$ cat src/rtl/zion_rr_reg_arbiter_pkg.sv
// Shared types and sizing helpers for the round-robin register arbiter.
//   state_e    : arbiter state (IDLE / LOCKED)
//   ptr_width  : bits needed to index n requesters (at least 1)
//   cnt_width  : bits needed to hold a beat count 0..max_burst
package zion_rr_reg_arbiter_pkg;

  typedef enum logic [0:0] {
    IDLE   = 1'b0,
    LOCKED = 1'b1
  } state_e;

  function automatic int unsigned ptr_width(input int unsigned n);
    return (n > 1) ? $clog2(n) : 1;
  endfunction

  function automatic int unsigned cnt_width(input int unsigned max_burst);
    return $clog2(max_burst + 1);
  endfunction

endpackage

$ cat src/rtl/zion_rr_picker.sv
// Combinational rotating-priority picker.
//   req_i : request vector
//   ptr_i : index with highest priority; priority falls off ptr_i+1, ptr_i+2, ... (mod N)
//   gnt_o : one-hot grant (all zero when no request)
//   idx_o : encoded index of the granted request
//   any_o : at least one request present
module zion_rr_picker #(
  parameter int unsigned N    = 4,
  parameter int unsigned PtrW = 2
) (
  input  logic [N-1:0]    req_i,
  input  logic [PtrW-1:0] ptr_i,
  output logic [N-1:0]    gnt_o,
  output logic [PtrW-1:0] idx_o,
  output logic            any_o
);

  always_comb begin
    int unsigned j;
    logic        found;
    gnt_o = '0;
    idx_o = '0;
    found = 1'b0;
    j     = 0;
    for (int unsigned k = 0; k < N; k++) begin
      // Modulo arithmetic keeps this correct for non-power-of-two N.
      j = (32'(ptr_i) + k) % N;
      if (!found && req_i[j]) begin
        found    = 1'b1;
        gnt_o[j] = 1'b1;
        idx_o    = PtrW'(j);
      end
    end
    any_o = found;
  end

endmodule

$ cat src/rtl/zion_rr_reg_arbiter.sv
// Round-robin arbiter sequencing writes from N_REQ requesters into one shared
// clearable, init-valued data register, with optional locked bursts.
//   clk, rst : clock, synchronous active-high reset
//   iClr     : reload INI_DATA and abort any burst (beats every request)
//   iVld     : per-requester data valid
//   iLock    : per-requester request to keep the grant after this beat
//   iDat     : per-requester data
//   oRdy     : one-hot-or-zero grant; transfer when iVld[i] & oRdy[i]
//   oDat     : shared register contents
//   oVld     : pulse, oDat was written by a transfer on the previous edge
//   oBusy    : a locked burst is in progress
module zion_rr_reg_arbiter
  import zion_rr_reg_arbiter_pkg::*;
#(
  parameter int unsigned      N_REQ     = 4,
  parameter int unsigned      WIDTH     = 32,
  parameter logic [WIDTH-1:0] INI_DATA  = WIDTH'(1),
  parameter int unsigned      MAX_BURST = 4
) (
  input  logic                        clk,
  input  logic                        rst,
  input  logic                        iClr,
  input  logic [N_REQ-1:0]            iVld,
  input  logic [N_REQ-1:0]            iLock,
  input  logic [N_REQ-1:0][WIDTH-1:0] iDat,
  output logic [N_REQ-1:0]            oRdy,
  output logic [WIDTH-1:0]            oDat,
  output logic                        oVld,
  output logic                        oBusy
);

  localparam int unsigned PtrW = ptr_width(N_REQ);
  localparam int unsigned CntW = cnt_width(MAX_BURST);

  state_e            state_q, state_d;
  logic [PtrW-1:0]   ptr_q, ptr_d;
  logic [PtrW-1:0]   owner_q, owner_d;
  logic [CntW-1:0]   cnt_q, cnt_d;
  logic [WIDTH-1:0]  dat_q, dat_d;
  logic              vld_q, vld_d;

  logic [N_REQ-1:0]  pick_gnt;
  logic [PtrW-1:0]   pick_idx;
  logic              pick_any;
  logic [N_REQ-1:0]  rdy;
  logic              last_beat;

  function automatic logic [PtrW-1:0] wrap_inc(input logic [PtrW-1:0] idx);
    if (32'(idx) == N_REQ - 1) return '0;
    return idx + PtrW'(1);
  endfunction

  zion_rr_picker #(
    .N    (N_REQ),
    .PtrW (PtrW)
  ) u_picker (
    .req_i (iVld),
    .ptr_i (ptr_q),
    .gnt_o (pick_gnt),
    .idx_o (pick_idx),
    .any_o (pick_any)
  );

  // Grant: nothing under reset or clear; picker result in IDLE; owner only in LOCKED.
  always_comb begin
    rdy = '0;
    if (!rst && !iClr) begin
      if (state_q == IDLE) begin
        rdy = pick_gnt;
      end else begin
        rdy[owner_q] = iVld[owner_q];
      end
    end
  end

  assign oRdy = rdy;

  // Burst ends on an unlocked beat or when this beat would reach MAX_BURST.
  assign last_beat = !iLock[owner_q] || ((32'(cnt_q) + 32'd1) >= MAX_BURST);

  always_comb begin
    state_d = state_q;
    ptr_d   = ptr_q;
    owner_d = owner_q;
    cnt_d   = cnt_q;
    dat_d   = dat_q;
    vld_d   = 1'b0;
    if (iClr) begin
      state_d = IDLE;
      cnt_d   = '0;
      dat_d   = INI_DATA;
    end else if (state_q == IDLE) begin
      if (pick_any) begin
        dat_d = iDat[pick_idx];
        vld_d = 1'b1;
        if (iLock[pick_idx] && (MAX_BURST > 1)) begin
          state_d = LOCKED;
          owner_d = pick_idx;
          cnt_d   = CntW'(1);
        end else begin
          ptr_d = wrap_inc(pick_idx);
        end
      end
    end else begin
      if (iVld[owner_q]) begin
        dat_d = iDat[owner_q];
        vld_d = 1'b1;
        if (last_beat) begin
          state_d = IDLE;
          cnt_d   = '0;
          ptr_d   = wrap_inc(owner_q);
        end else begin
          cnt_d = cnt_q + CntW'(1);
        end
      end else if (!iLock[owner_q]) begin
        // Owner gave up without sending; stall cycles never count as beats.
        state_d = IDLE;
        cnt_d   = '0;
        ptr_d   = wrap_inc(owner_q);
      end
    end
  end

  always_ff @(posedge clk) begin
    if (rst) begin
      state_q <= IDLE;
      ptr_q   <= '0;
      owner_q <= '0;
      cnt_q   <= '0;
      dat_q   <= INI_DATA;
      vld_q   <= 1'b0;
    end else begin
      state_q <= state_d;
      ptr_q   <= ptr_d;
      owner_q <= owner_d;
      cnt_q   <= cnt_d;
      dat_q   <= dat_d;
      vld_q   <= vld_d;
    end
  end

  assign oDat  = dat_q;
  assign oVld  = vld_q;
  assign oBusy = (state_q == LOCKED);

endmodule

$ cat config.mk
export PLATFORM = sky130hd
export DESIGN_NAME = zion_rr_reg_arbiter
export DESIGN_NICKNAME = d
export VERILOG_FILES = /design/src/rtl/zion_rr_reg_arbiter_pkg.sv /design/src/rtl/zion_rr_picker.sv /design/src/rtl/zion_rr_reg_arbiter.sv
export SDC_FILE = /design/constraint.sdc
export NUM_CORES = 1
export LEC_CHECK = 0
export ABC_CLOCK_PERIOD_IN_PS = 2900
export BUFFER_PORTS_ARGS = -buffer_cell sky130_fd_sc_hd__buf_2
export CAP_MARGIN = 5
export CORE_MARGIN = 5
export CORE_UTILIZATION = 44
export CTS_BUF_LIST = sky130_fd_sc_hd__clkbuf_8 sky130_fd_sc_hd__clkbuf_16
export CTS_CLUSTER_DIAMETER = 120
export DETAILED_ROUTE_END_ITERATION = 10
export GPL_TIMING_DRIVEN = 0
export HOLD_SLACK_MARGIN = 0.02
export PLACE_DENSITY = 0.78
export SLEW_MARGIN = 20
export SYNTH_ARGS = -nofsm -noshare
export SYNTH_HDL_FRONTEND = slang
export SYNTH_SLANG_ARGS = --single-unit
$ cat constraint.sdc
create_clock -name clk -period 2.9 [get_ports clk]
set_input_delay 0.29 -clock clk [delete_from_list [all_inputs] [get_ports clk]]
set_output_delay 0.29 -clock clk [all_outputs]
set_load 0.02 [all_outputs]
# Yosys cells after proc, flatten, opt, wreduce, memory -nomap -nowiden
# Cells that the tools add are included.
# word_totals
regBits	41
inputBits	139
output_inout_bits	38
elab_cells	145
# op_classes
add_sub_neg	7
order_cmp	12
eq_ne	6
n_mux	85
bitwise	6
reduce_logical	23
# op_table
cell	count
$mux W32	5
$bmux W32 S2	2
$mux W1	39
$mux W2	15
$mux W4	6
$lt A2 B3 Y1 const B	6
$mux W3	6
$bmux W1 S2	7
$or A4 B4 Y4	3
$demux W1 S2	5
$ge A2 B1 Y1 const B	5
$logic_and A1 B1 Y1	9
$add A2 B1 Y2 const B	3
$logic_not A1 Y1	6
$reduce_and A5 Y1	1
$add A2 B2 Y2 const B	2
$add A3 B1 Y4 const B	1
$and A4 B4 Y4	1
$eq A2 B2 Y1 const B	2
$ge A4 B3 Y1 const B	1
$reduce_and A4 Y1	1
$reduce_bool A2 Y1	2
$add A3 B1 Y3 const B	1
$ne A3 B2 Y1 const B	1
other kinds (8)	9

# Longest topological paths before layout
# Gate-level depths: netlist of run 1.
# depth
word_depth	22
mapped_depth	11
ltp_nobuf	9

# Hierarchy
# A second synthesis of run 1 with hierarchy kept.
# hier_totals
cells_unflattened	383
hier_area_um2	3992.6
# modules_own_cells
module	instances	cells_per_inst	area_each_um2	seq_area_each_um2
zion_rr_reg_arbiter	1	338	3573.4	820.8
zion_rr_picker	1	45	419.2	0.0

# Worst setup path after synthesis of run 1
# No wires, ideal clock.
# synth_timing
path_kind	register to output
from	reg ptr_q[0]
to	out oRdy[2]
t_arrival_ns	2.722
required_ns	2.610
slack_ns	-0.112
path_stages_with_launch	10
path_buffers	1
path_cell_list	dfxtp_1 -> buf_2 -> inv_1 -> ha_1 -> or3b_1 -> a21oi_1 -> a21oi_1 -> o21ai_1 -> a211oi_1 -> a211oi_1
# synth_between
elab_chain_len	14
word_cells_on_any_way	49
classes_between	3 x add/sub; 8 x order compare; 25 x mux; 3 x bitwise; 10 x reduce/logical
# synth_lines
item	line_no	text
start, declared	zion_rr_reg_arbiter.sv:36	logic [PtrW-1:0] ptr_q, ptr_d;
start signal, assigned	zion_rr_reg_arbiter.sv:134	ptr_q <= ptr_d;
branches (longest 11 deep; another with $lt A2 B3 Y1)	n/a	
$mux W4 (*)	zion_rr_picker.sv:28	if (!found && req_i[j]) begin
$mux W4 (*)	zion_rr_reg_arbiter.sv:68	if (state_q == IDLE) begin
$mux W4 (*)	zion_rr_reg_arbiter.sv:67	if (!rst && !iClr) begin
end, declared	zion_rr_reg_arbiter.sv:26	output logic [N_REQ-1:0] oRdy,
# Every way passes the cells marked *. The select of a mux whose other input is x is not followed.

# Worst setup path in the final report of run 1
# layout_timing
from	reg ptr_q[1]
to	out oRdy[3]
# The elaborated chain is that of the path after synthesis.

==> impl_metrics.env, run 1 <==
export IMPL_hold_viol=0
export IMPL_wirelength_mm=13.14
export IMPL_post_drt_wl_per_cell_um=19.53
export IMPL_io_pin_count=177
export IMPL_grt_most_used_layer="met2"
export IMPL_synth_top_family_by_area="multiplexers"
export IMPL_dp_cells=657
export IMPL_cp_max_fo=8
export IMPL_worstPathRequired_ns=2.61
export IMPL_hp_class="primary input to flip-flop"
export IMPL_max_slew_margin_rel_pct=41.87
export IMPL_slowest_delay_ns=0.39
export IMPL_netlist_area_leader_share_pct=35.37
export IMPL_overflow=0
export IMPL_grt_max_degree=14
export IMPL_yosysUniqueCellTypes=46
export IMPL_cts_path_max_buffers=2
export IMPL_firstDrtPassIters=4
export IMPL_crit_top_cell="buf_4"
export IMPL_cp_arrival_ns=2.56
export IMPL_synth_area_um2=4139
export IMPL_root_buffer="clkbuf_8"
export IMPL_final_layout_size_suffix_gt1_share_pct=52.49
export IMPL_grt_pass1_wl_mm=19.87
export IMPL_clock_fmax_ghz=0.3511
export IMPL_place_gp_congestion=0.8568
export IMPL_ant_nets=0
export IMPL_muxShareOfSynthArea_pct=46.86
export IMPL_critPathKind="flip-flop to output pin"
export IMPL_htree_levels=2
export IMPL_grt_usage_pct=21.59
export IMPL_netlist_instances=373
export IMPL_clkSinkCount=41
export IMPL_finalClockSkew_ns=0.005879
export IMPL_synthAdderAreaFrac_pct=3.628
export IMPL_start_util_pct=45.01
export IMPL_fp_dieArea_um2=11450
export IMPL_powerDensity_nw_per_um2=925.7
export IMPL_stdcell_count=673
export IMPL_grtUsageMet3_pct=2.228
export IMPL_synth_compound_area_share_pct=13.75
export IMPL_synth_edf_count=0
export IMPL_holdWs_ns=0.2624
export IMPL_die_h_um=107.0
export IMPL_insertedDiodeCount=0
export IMPL_setup_tns_ns=0
export IMPL_synthTopCellsByArea="mux4_2 35%, dfxtp_1 20%, mux2i_1 9.7%, a211oi_1 6.0%, nor2_1 4.0%"
export IMPL_antenna_found_initial=0
export IMPL_clkTransAtPathRegs_ns=0.09
export IMPL_fill_cells=816
export IMPL_status="finished clean"
export IMPL_core_area_um2=9196
export IMPL_maxSlewViolCount=0
export IMPL_yosysMostFrequentCell="mux4_2"
export IMPL_placementRows=35
export IMPL_synthXorXnorAreaFrac_pct=0.4232
export IMPL_synth_async_sr_flop_share_pct=0
export IMPL_num_vias=4031
export IMPL_die_x_um=107.0
export IMPL_cp_start_kind="flip-flop"
export IMPL_final_net_count=712
export IMPL_drtIter0Drc=277
export IMPL_netlist_top_cells_count="65 x mux4_2, 44 x nor2_1, 41 x dfxtp_1, 40 x mux2i_1, 33 x a211oi_1"
export IMPL_critPathCaptureType="output pin"
export IMPL_grt_pass1_vias=4108
export IMPL_drc=0
export IMPL_synth_top_cell_by_area="mux4_2"
export IMPL_power_mw=5.008
export IMPL_max_cap_viol_count=0
export IMPL_setup_viol=0
export IMPL_use_met2_pct=39.25
export IMPL_period_minus_slack_ns=2.848
export IMPL_grtUsageMet1_pct=27.47
export IMPL_synth_area_per_cell_um2=11.10
export IMPL_synth_flop_cell="dfxtp_1"
export IMPL_finalCritPeriodShare_pct=98.20
export IMPL_critPathSlowestCell="or3b_1"
export IMPL_rsz0062_at_grt="true"
export IMPL_yosysWarnings=0
export IMPL_tightest_slew_ns=0.8720
export IMPL_viasPerCell=5.990
export IMPL_path_cells="inv_1, ha_4, or3b_1, a21oi_2, a21oi_1, o21ai_2, buf_4, a221oi_2, o21ai_1, and2_1, buf_4"
export IMPL_worstSkewPairLatency_ns=0.29
export IMPL_syn_nets=524
export IMPL_cts_made_buffers=5
export IMPL_ys_ff_latch=41
export IMPL_final_core_util_pct=58.83
export IMPL_area_growth_pct=30.71
export IMPL_leakage_nw=2.245
export IMPL_cts_tree="built"
export IMPL_port_buffers=173
export IMPL_synth_seq_area_share_pct=19.83
export IMPL_place_hpwl_mm=10.35
export IMPL_synth_simple_area_share_pct=10.07
export IMPL_vdd_drop_max_v=0.0004540
==> placed cells by master, fill, tap and decap left out, types with 7 or more instances in the layout <==
master / count
a211oi_1: 31
a21oi_1: 8
buf_2: 174
buf_4: 11
buf_6: 10
clkbuf_1: 18
dfxtp_1: 39
ha_1: 11
inv_1: 7
mux2i_1: 40
mux4_2: 65
nand2_1: 10
nor2_1: 44
==> sequential cells by signal (all words and copies together), names as in the netlist <==
register and flops:
oDat 32, oVld 1, owner_q 2, cnt_q 3, ptr_q 2, oBusy 1
==> cell families after synthesis <==
| group | count (synthesis) |
|---|---|
| mux | 109 |
| simple gates | 87 |
| compound gates | 77 |
| buf+inv | 45 |
| flops | 41 |
| fa+ha+maj | 12 |
| xor+xnor | 2 |
==> metal layers <==
| metal | up-vias | share of wire (%) |
|---|---|---|
| met3 | 21 | 5.4 |
| li1 | 1875 | - |
| met1 | 1966 | 40 |
| met2 | 169 | 53 |
| met4 | 0 | 1.8 |
| met5 | - | 0 |
==> worst max-delay path, delay by kind of cell, from the launching register on <==
family | cells | cell delay [ns]
compound gates | 5 | 0.58
simple gates | 2 | 0.54
buf+inv | 3 | 0.51
flops | 1 | 0.38
fa+ha+maj | 1 | 0.27
==> stage by stage <==
step | instance area [um^2] | worst slack, ns
after global placement | 5159 | -0.4451
after floorplan | 4154 | 0.01501
after CTS | 5321 | 0.01155
final | 5410 | 0.05209
after detailed placement | 5159 | -0.5344
after global routing | 5410 | -0.02652
==> power by group <==
part           switching [mW]  leakage (nW)  internal [mW]
Sequential             0.0957         0.338          0.719
Clock                   0.214        0.0439          0.167
Combinational            1.90          1.86           1.91
==> layout make-up <==
cell class              count  area [um^2]  area share (%)
clock inverters             3        17.52          0.3238
clock buffers               5        68.82           1.272
well taps                 111        138.9           2.567
plain buffers              37        222.7           4.117
repair buffers            181        943.4           17.44
multi-input cells         287         3157           58.35
flip-flops and latches     41        828.3           15.31
inverters                   8        33.78          0.6244
==> timing repair <==
item,4_1_cts,5_1_grt
hold buffers,0,0
pin swaps,2,4
buffers inserted,5,3
endpoints found under the setup margin,44,33
resized for setup,11,19
==> worst paths after layout <==
check / from / to / slack, ns / depth (start not counted)
max: ptr_q[1] / oRdy[3] / 0.05 / 11
min: rst / owner_q[1] / 0.26 / 2
max reg2reg: ptr_q[0] / oDat[7] / 0.10 / 12
min reg2reg: oDat[21] / oDat[21] / 0.50 / 2
Note: power is estimated with default switching activity, not from simulation.
==> run 2: changes to the inputs <==
Settings changed: CORE_MARGIN 5 to 4, PLACE_DENSITY 0.78 to default, PLACE_DENSITY_LB_ADDON from default to 0.05.
==> impl_metrics.env, run 2 (synthesized netlist as in run 1, its figures left out) <==
export IMPL_status="finished clean"
export IMPL_cp_max_fo=8
export IMPL_final_common_cell="buf_2"
export IMPL_place_ws_ns=-0.5284
export IMPL_vdd_drop_max_v=0.0003860
export IMPL_max_slew_margin_rel_pct=40.03
export IMPL_critPathKind="flip-flop to output pin"
export IMPL_worstSkewPairLatency_ns=0.30
export IMPL_io_pin_count=177
export IMPL_register_area_um2=828.3
export IMPL_finalClockSkew_ns=0.004837
export IMPL_finalCritPeriodShare_pct=95.54
export IMPL_place_hpwl_mm=9.874
export IMPL_clock_fmax_ghz=0.3609
export IMPL_grt_pass1_vias=4089
export IMPL_cts_path_max_buffers=2
export IMPL_period_minus_slack_ns=2.771
export IMPL_path_delay_family="compound AO/OA/AOI/OAI gates"
export IMPL_cp_start_kind="flip-flop"
export IMPL_cts_made_buffers=5
export IMPL_overflow=0
export IMPL_die_x_um=105.0
export IMPL_p_int_mw=2.838
export IMPL_critPathSlowestCell="mux4_2"
export IMPL_start_util_pct=45.01
export IMPL_firstDrtPassIters=4
export IMPL_cts_hold_buf=0
export IMPL_final_cell_mix="174 x buf_2, 65 x mux4_2, 44 x nor2_1, 39 x mux2i_1, 39 x dfxtp_1"
export IMPL_hp_class="primary input to flip-flop"
export IMPL_final_layout_size_suffix_gt1_share_pct=52.92
export IMPL_setup_viol=0
export IMPL_tightest_slew_ns=0.8995
export IMPL_critPathCaptureType="output pin"
export IMPL_htree_levels=2
export IMPL_seq_power_share_pct=16.1
export IMPL_fp_dieArea_um2=11020
export IMPL_setup_tns_ns=0
export IMPL_fill_cells=840
export IMPL_largest_register_ffs=32
export IMPL_antenna_found_initial=1
export IMPL_crit_top_cell="a211oi_2"
export IMPL_clkTransAtPathRegs_ns=0.08
export IMPL_viasPerCell=5.873
export IMPL_crit_buf_inv=3
export IMPL_port_buffers=173
export IMPL_wirelength_mm=12.49
export IMPL_core_area_um2=9196
export IMPL_p_clk_share_pct=8.2
export IMPL_area_growth_pct=31.05
export IMPL_p_sw_share_pct=43.60
export IMPL_worst_slack_ns=0.1294
export IMPL_rsz0062_at_grt="true"
export IMPL_multi_input_area_um2=3151
export IMPL_hold_viol=0
export IMPL_place_gp_congestion=0.7911
export IMPL_num_vias=3976
export IMPL_cp_depth=10
export IMPL_grt_pass1_wl_mm=20.29
export IMPL_root_buffer="clkbuf_8"
export IMPL_power_mw=5.032
export IMPL_placementRows=35
export IMPL_rr_worst_depth=10
export IMPL_combPwrFrac_pct=75.7
export IMPL_cp_arrival_ns=2.48
export IMPL_clkSinkCount=41
export IMPL_cts_tree="built"
export IMPL_grt_max_degree=14
export IMPL_leakage_nw=2.262
export IMPL_switching_power_mw=2.194
export IMPL_post_drt_wl_per_cell_um=18.44
export IMPL_worstPathRequired_ns=2.61
export IMPL_grt_usage_pct=22.58
export IMPL_ant_nets=0
export IMPL_powerDensity_nw_per_um2=927.8
export IMPL_maxSlewViolCount=0
export IMPL_r2r_setup_slack_ns=0.14
export IMPL_r2r_start="ptr_q[0]"
export IMPL_holdWs_ns=0.2636
export IMPL_die_h_um=105.0
export IMPL_reg2reg_to="oDat[15]"
export IMPL_cp_startpoint="ptr_q[0]"
export IMPL_path_cells="buf_8, clkinvlp_4, ha_4, mux4_2, nor2b_4, a22oi_1, o21ai_1, a211oi_2, a211oi_2, buf_4"
export IMPL_slowest_delay_ns=0.40
export IMPL_drtIter0Drc=185
export IMPL_final_net_count=715
export IMPL_endpoint="oRdy[2]"
export IMPL_max_cap_viol_count=0
export IMPL_drc=0
## run 2: power by group through the flow
stage	clock [mW]	sequential, mW	combinational [mW]
floorplan	0	0.961	2.60
global placement	0	0.826	3.48
detailed placement	0	0.833	3.54
CTS	0.415	0.809	3.83
global route	0.432	0.834	4.15
finish	0.410	0.812	3.81
## run 2: stage by stage
step	instance area, um^2	cells	utilization, %
finish	5424	677	58.98
global route	5424	677	58.98
CTS	5409	675	58.82
detailed placement	5159	657	56.10
global placement	5159	657	56.10
floorplan	4154	373	-
## run 2: repair_timing
action,4_1_cts,5_1_grt
pin swaps,4,1
resized for setup,21,5
setup buffers,10,1
endpoints found under the setup margin,44,30
## run 2: area by class of cell
cell class,instances,area share (%)
timing repair buffer,184,17.67
clock inverter,2,0.2537
tap,111,2.561
clock buffer,6,1.522
sequential,41,15.27
buffer,37,3.968
multi-input combinational,287,58.09
antenna,1,0.04614
inverter,8,0.6228
## run 2: how the worst min path moves through the flow
stage	from	to	slack, ns	cells past startpoint
after floorplan	rst	owner_q[1]	0.36	1
after global routing	rst	owner_q[1]	0.29	2
final	rst	owner_q[1]	0.26	2
after global placement	oDat[31]	oDat[31]	0.48	2
after CTS	rst	owner_q[1]	0.26	2
after detailed placement	oDat[14]	oDat[14]	0.49	2
## run 2: per-layer routing
metal | GRT usage (%) | vias to the layer above | share of wire (%)
met5 | 0 | - | 0
met4 | 5.248 | 0 | 1.3
met3 | 3.953 | 12 | 6.7
met2 | 39.69 | 142 | 51
met1 | 28.93 | 1943 | 41
li1 | - | 1879 | -
==> run 3: changes to the inputs <==
Settings changed: ABC_CLOCK_PERIOD_IN_PS 2900 to 3200, CORE_UTILIZATION 44 to 45.
Clock period 2.9 ns to 3.2 ns, I/O delays scaled along.
==> impl_metrics.env, run 3 (synthesized netlist as in run 1, its figures left out) <==
export IMPL_cts_path_max_buffers=2
export IMPL_cts_made_buffers=5
export IMPL_worstSkewPairLatency_ns=0.29
export IMPL_cp_startpoint="ptr_q[0]"
export IMPL_die_x_um=103.9
export IMPL_start_util_pct=46.78
export IMPL_antenna_found_initial=0
export IMPL_hold_start="rst"
export IMPL_vdd_drop_max_v=0.0003254
export IMPL_io_pin_count=177
export IMPL_r2r_setup_slack_ns=0.25
export IMPL_register_area_um2=825.8
export IMPL_num_vias=3942
export IMPL_cts_hold_buf=0
export IMPL_reg2reg_to="owner_q[1]"
export IMPL_finalCritPeriodShare_pct=94.34
export IMPL_worst_slack_ns=0.1812
export IMPL_cp_arrival_ns=2.70
export IMPL_hold_viol=0
export IMPL_endpoint="oRdy[1]"
export IMPL_place_ws_ns=-0.3962
export IMPL_power_mw=4.408
export IMPL_fp_dieArea_um2=10800
export IMPL_drtIter0Drc=231
export IMPL_cp_max_fo=10
export IMPL_firstDrtPassIters=4
export IMPL_rsz0062_at_grt="false"
export IMPL_fill_cells=768
export IMPL_rr_worst_depth=11
export IMPL_cts_tree="built"
export IMPL_clkTransAtPathRegs_ns=0.08
export IMPL_place_gp_congestion=0.7954
export IMPL_root_buffer="clkbuf_8"
export IMPL_multi_input_area_um2=3114
export IMPL_worstPathRequired_ns=2.88
export IMPL_htree_levels=2
export IMPL_final_net_count=709
export IMPL_hp_class="primary input to flip-flop"
export IMPL_setup_tns_ns=0
export IMPL_final_common_cell="buf_2"
export IMPL_ant_nets=0
export IMPL_wirelength_mm=12.18
export IMPL_status="finished clean"
export IMPL_place_hpwl_mm=9.731
export IMPL_largest_register_ffs=32
export IMPL_final_layout_size_suffix_gt1_share_pct=50.63
export IMPL_clkSinkCount=41
export IMPL_placementRows=34
export IMPL_area_growth_pct=28.48
export IMPL_setup_viol=0
export IMPL_insertedDiodeCount=0
export IMPL_tightest_slew_ns=0.8496
export IMPL_viasPerCell=5.910
export IMPL_grt_usage_pct=21.78
export IMPL_holdWs_ns=0.3095
export IMPL_period_minus_slack_ns=3.019
export IMPL_critPathCaptureType="output pin"
export IMPL_leakage_nw=2.215
export IMPL_max_slew_margin_rel_pct=43.36
export IMPL_grt_pass1_wl_mm=19.42
export IMPL_critPathKind="flip-flop to output pin"
export IMPL_port_buffers=173
export IMPL_overflow=0
export IMPL_maxSlewViolCount=0
export IMPL_r2r_start="ptr_q[0]"
export IMPL_drc=0
export IMPL_clock_fmax_ghz=0.3313
export IMPL_final_cell_mix="178 x buf_2, 65 x mux4_2, 44 x nor2_1, 40 x mux2i_1, 39 x dfxtp_1"
export IMPL_finalClockSkew_ns=0.002943
export IMPL_core_area_um2=8848
export IMPL_powerDensity_nw_per_um2=828.9
export IMPL_cp_start_kind="flip-flop"
export IMPL_max_cap_viol_count=0
export IMPL_post_drt_wl_per_cell_um=18.25
export IMPL_min_path_cells=2
export IMPL_grt_max_degree=14
export IMPL_die_h_um=103.9
export IMPL_grt_pass1_vias=3875
==> run 3: cell count changes in the layout (fill, tap and decap cells not counted), sizes merged <==
cell,previous run,this run
buf,201,196
clkbuf,26,25
diode,1,0
==> run 3: metrics by stage <==
step	instance area (um^2)	instances	util (%)
floorplan	4139	373	-
CTS	5294	665	59.83
global route	5318	667	60.10
global placement	5140	654	58.09
detailed placement	5140	654	58.09
finish	5318	667	60.10
==> run 3: worst min path at each step <==
stage / endpoint
after floorplan: owner_q[1]
after global routing: owner_q[1]
after detailed placement: oDat[30]
after CTS: owner_q[1]
final: owner_q[1]
after global placement: oDat[13]
==> run 3: worst max-delay path, stage by stage (launching register included) <==
cell and delay [ns]:
dfxtp_4 0.35, buf_6 0.15, clkinvlp_4 0.14, ha_4 0.29
or3b_1 0.37, a21oi_1 0.18, a21oi_1 0.10, o21ai_2 0.24
a221oi_1 0.15, o21ai_1 0.15, and2_1 0.13, buf_2 0.16
==> run 3: cell type report <==
cell class	count	area share, %
inverter	8	0.6353
clock buffer	6	1.553
sequential	41	15.53
multi-input combinational	287	58.56
tap	108	2.541
buffer	37	3.929
timing repair buffer	178	16.99
clock inverter	2	0.2588
==> run 3: timing repair <==
action,in CTS,in global routing
resized for setup,10,3
setup buffers,3,2
pin swaps,1,2
cloned,0,0
setup endpoints to repair,44,9
==> run 3: power by group <==
group | switching, mW | internal [mW]
combinational | 1.66 | 1.66
sequential | 0.0805 | 0.649
clock | 0.182 | 0.175
total | 1.92 | 2.48
==> run 3: metal layers <==
| layer | vias to the layer above | wire length [um] | GRT usage [%] |
|---|---|---|---|
| met1 | 1919 | 5045 | 28.29 |
| met3 | 6 | 849 | 3.600 |
| met4 | 0 | 82 | 3.989 |
| met2 | 156 | 6197 | 38.67 |
| li1 | 1861 | - | - |
| met5 | - | 0 | 0 |
